File: src/rtl/fetch_stage.sv
// Instruction-fetch stage of the pipelined RV32 core: program counter, imem address,
// and the IF/ID register that hands the fetched instruction, its PC and PC+4 to decode.
module fetch_stage #(
  parameter int                    DATA_WIDTH = 32,
  parameter logic [DATA_WIDTH-1:0] RESET_PC   = '0,
  parameter logic [31:0]           NOP_INSTR  = 32'h0000_0013
) (
  input  logic                  clk,
  input  logic                  rst,
  input  logic                  StallF,
  input  logic                  StallD,
  input  logic                  FlushD,
  input  logic                  PCSrcE,
  input  logic [DATA_WIDTH-1:0] PCTargetE,
  input  logic [31:0]           InstrF,
  output logic [DATA_WIDTH-1:0] PCF,
  output logic [31:0]           InstrD,
  output logic [DATA_WIDTH-1:0] PCD,
  output logic [DATA_WIDTH-1:0] PC_PlusD,
  output logic                  ValidD,
  output logic [31:0]           FetchCount
);

  localparam logic [DATA_WIDTH-1:0] PC_STEP = DATA_WIDTH'(4);

  logic [DATA_WIDTH-1:0] pc_plus4;
  logic [DATA_WIDTH-1:0] target_aligned;
  logic [DATA_WIDTH-1:0] pc_next;
  logic                  load_d;

  // Redirect targets are word-aligned by construction; the two low bits are discarded.
  logic unused_target_lsbs;
  assign unused_target_lsbs = ^PCTargetE[1:0];

  // Plain modular add: 0xFFFF_FFFC + 4 wraps to 0.
  assign pc_plus4       = PCF + PC_STEP;
  assign target_aligned = {PCTargetE[DATA_WIDTH-1:2], 2'b00};

  // A resolved redirect wins over a fetch stall; reset is handled in the register.
  always_comb begin
    pc_next = pc_plus4;
    if (PCSrcE) begin
      pc_next = target_aligned;
    end else if (StallF) begin
      pc_next = PCF;
    end
  end

  // NOTE: all state below uses non-blocking assignments so every register samples
  // pre-edge values; blocking here would let PCF's new value leak into PCD.
  always_ff @(posedge clk) begin
    if (rst) begin
      PCF <= RESET_PC;
    end else begin
      PCF <= pc_next;
    end
  end

  // Flush beats stall; the accepted-instruction counter follows the load path only.
  assign load_d = !rst && !FlushD && !StallD;

  always_ff @(posedge clk) begin
    if (rst || FlushD) begin
      InstrD   <= NOP_INSTR;
      PCD      <= '0;
      PC_PlusD <= '0;
      ValidD   <= 1'b0;
    end else if (load_d) begin
      InstrD   <= InstrF;
      PCD      <= PCF;
      PC_PlusD <= pc_plus4;
      ValidD   <= 1'b1;
    end
  end

  always_ff @(posedge clk) begin
    if (rst) begin
      FetchCount <= '0;
    end else if (load_d) begin
      FetchCount <= FetchCount + 32'd1;
    end
  end

endmodule

File: config.mk
export PLATFORM = sky130hd
export DESIGN_NAME = fetch_stage
export DESIGN_NICKNAME = d
export VERILOG_FILES = /design/src/rtl/fetch_stage.sv
export SDC_FILE = /design/constraint.sdc
export NUM_CORES = 1
export LEC_CHECK = 0
export CAP_MARGIN = 15
export CORE_ASPECT_RATIO = 0.6
export CORE_MARGIN = 2
export CORE_UTILIZATION = 25
export DETAILED_ROUTE_END_ITERATION = 7
export SYNTH_ARGS = -nofsm -noshare
export SYNTH_HDL_FRONTEND = slang
export SYNTH_SLANG_ARGS = --single-unit
File: constraint.sdc
create_clock -name clk -period 2.7 [get_ports clk]
set_input_delay 0.27 -clock clk [delete_from_list [all_inputs] [get_ports clk]]
set_output_delay 0.27 -clock clk [all_outputs]
set_load 0.01 [all_outputs]
==> impl_results.md <==
- Final Hold Viols: 0
- Register area share after synthesis: between 40% and 50%
- Die Y: between 100 and 150 um
- # hold bufs at CTS: 0
- DRT iter0 DRCs: 302
- Ys async rst share: 0%
- WL/cell: between 15 and 20 um
- TritonRoute pass-1 iters: 5
- Worst Path Arrival: between 2000 and 3000 ps
- Top cells by area, synth: dfxtp_1, mux2i_1, nor2_1, xnor2_1, xor2_1
- Sum Neg Setup Slack: 0 ps
- Crit path kind: flop to flop
- Setup crit end kind: flop
- Grt total ovfl: 0
- CTS clk-pin slew, worst paths: roughly 60 ps
- Max-slew headroom: 28.21%
- Largest stage delay, worst path: about 730 ps
- EDFF count, synth: 0
- Synthesized instance count: 790
- Post-Syn Area: between 6000 and 7000 um^2
- Skew-Pair Late Insertion Delay: between 400 and 500 ps
- Data required time of the critical path: between 3000 and 4000 ps
- Final ANT Viol Nets: 0
- First-pass GRT wire length: between 30000 and 40000 um
- Synth Register Bits: roughly 160
- Clock Path Buffers: 2
- Synth area leader: dfxtp_1
- Ys Warns: 0
- Initial antenna violation count: 1
- TritonCTS Buffers: 17
- I/O Buffers: around 220
- Max VDD drop: between 0.2 and 0.3 mV
- Synth top area share: 44.88%
- Syn Area/Cell: 8.752 um^2
- Mean number of vias per cell: 4.472
- Gr usage total: around 16%
- Root buffer cell: clkbuf_16
- Site row count: 47
- Worst Tran Pin Value: 1077 ps
- CORE AREA: 27400 um^2
- Vias in the first global route: around 5800
- RSZ-0062 raised after global routing: false
- IO Count: around 230
- Placed insts: 1347
- Tmin final: around 2200 ps
- Leakage: 0.003858 uW
- Most common library cells after synthesis: dfxtp_1, nor2_1, mux2i_1, a21oi_1, clkbuf_1
- Setup violations, final: 0
- Most frequent cell after synthesis: dfxtp_1
- Ys flop type: dfxtp_1
- Critical-path top delay cell: or4_1
- Vias: 6162
- Final Wtd Congestion: roughly 0.8
- Clock Skews: about 8.5 ps
- Outcome: complete, no violations
- CP Max Fanout: 8
- Initial Util: roughly a quarter
- Fmax: 449.5 MHz
- Total Wirelength: between 20000 and 25000 um
- Die area: between 20000 and 30000 um^2
- Pwr dens: between 500 and 600 nW/um^2
- Startpoint Class: flop
- Setup Fix Bufs, Post-CTS: 0
- Max-cap check violation count: 0
- Final slew viol count: 0
- Cts repair resizes: 0
- Final #Nets: 1071
- Layout cell share with drive strength beyond 1: about 6.5%
- CTS tree: yes
- Largest net degree at the start of global routing: between 60 and 70
- HP Class: input pin to flop
- Critical Path, Cell by Cell: nand3_2, or4_1, nor4_1, xor2_1, o21a_1
- Fin crit share: between 80% and 90%
- TritonCTS Sinks: ~160
- Die width: ~220 um
- Synth unique cells: 48
- Drc violations: 0
- Layout area overhead: 47.27%
- H-tree level count: 4
- Final HPWL DP: about 16000 um
- Post-Layout Cell Count: approximately 1400
## where the power goes
group          switching [uW]  leakage [uW]  internal (uW)
registers                71.9       0.00126           2360
clock network             969      0.000297           1620
logic                     304       0.00230            342
total                    1350       0.00386           4320
## worst max-delay path: cells and delay by family, from the launching register on
| kind | cells | cell delay, ps |
|---|---|---|
| AOI/OAI and AO/OA | 1 | 170 |
| xor gates and xnor gates | 1 | 110 |
| DFF | 1 | 510 |
| and+or+nand+nor | 3 | 1330 |
## worst paths after layout
check | endpoint | depth (start not counted) | slack, ps | start
setup reg to reg | PCF[27] | 5 | 480 | PCF[8]
hold / removal | FetchCount[0] | 2 | 170 | rst
setup / recovery | PCF[27] | 5 | 480 | PCF[8]
hold reg to reg | PC_PlusD[4] | 2 | 450 | PC_PlusD[4]
## layout by cell type (no fill, tap or decap), drive strengths merged, types with 2 or more instances in the layout
master         count
a31oi              3
clkdlybuf4s50    219
or2                5
nand3             26
mux2i             68
mux2               5
ha                 2
inv               22
and3              11
dfxtp            155
bufinv             4
nor2             121
buf               32
o21a              18
or4                3
nand2             37
xnor2             38
conb               6
or3                6
nand2b             2
nand4             28
a31o               3
a21oi             52
and2               4
clkbuf            24
nor4              12
nor2b             12
o21ai             31
xor2              31
nand3b             4
nor3              12
and4               4
## kinds of logic after synthesis
logic type	synth area share, %
XOR/XNOR	8.741
AO/OA/AOI/OAI	9.103
adder cells (fa/ha/maj)	0.3619
other	0.05424
AND/OR/NAND/NOR	20.94
buffers and inverters	5.266
flip-flops	44.88
multiplexers	10.66
## stage by stage
step	util (%)	hold slack (ps)	instance area [um^2]	setup slack, ps	total power (uW)
finish	37.16	167.5	10180	475.5	5663
floorplan	-	395.1	6933	680.1	2784
global route	37.16	144.8	10180	311.8	5899
CTS	37.15	135.4	10180	497.6	5755
detailed placement	34.89	446.5	9562	335.1	3133
global placement	34.89	441.2	9562	339.3	3128
## state kept, by name (all words and copies together), names as in the netlist
name	count
ValidD	1
PCF	30
PC_PlusD	30
FetchCount	32
PCD	30
InstrD	32
## layout make-up
class	count	area (um^2)
antenna	1	2.502
clock buffer	24	481.7
clock inverter	6	136.4
fill	2831	17220
inverter	22	82.58
multi-input combinational	552	3477
sequential	155	3103
tap	367	459.2
timing repair buffer	251	2440
## metal layers
layer	wire length (um)	GRT usage (%)	vias to the layer above
li1	-	-	3088
met1	11450	21.68	2903
met2	9735	23.38	163
met3	1584	5.356	8
met4	131	3.641	0
met5	0	0	-
Power figures use the tool's default switching activity.
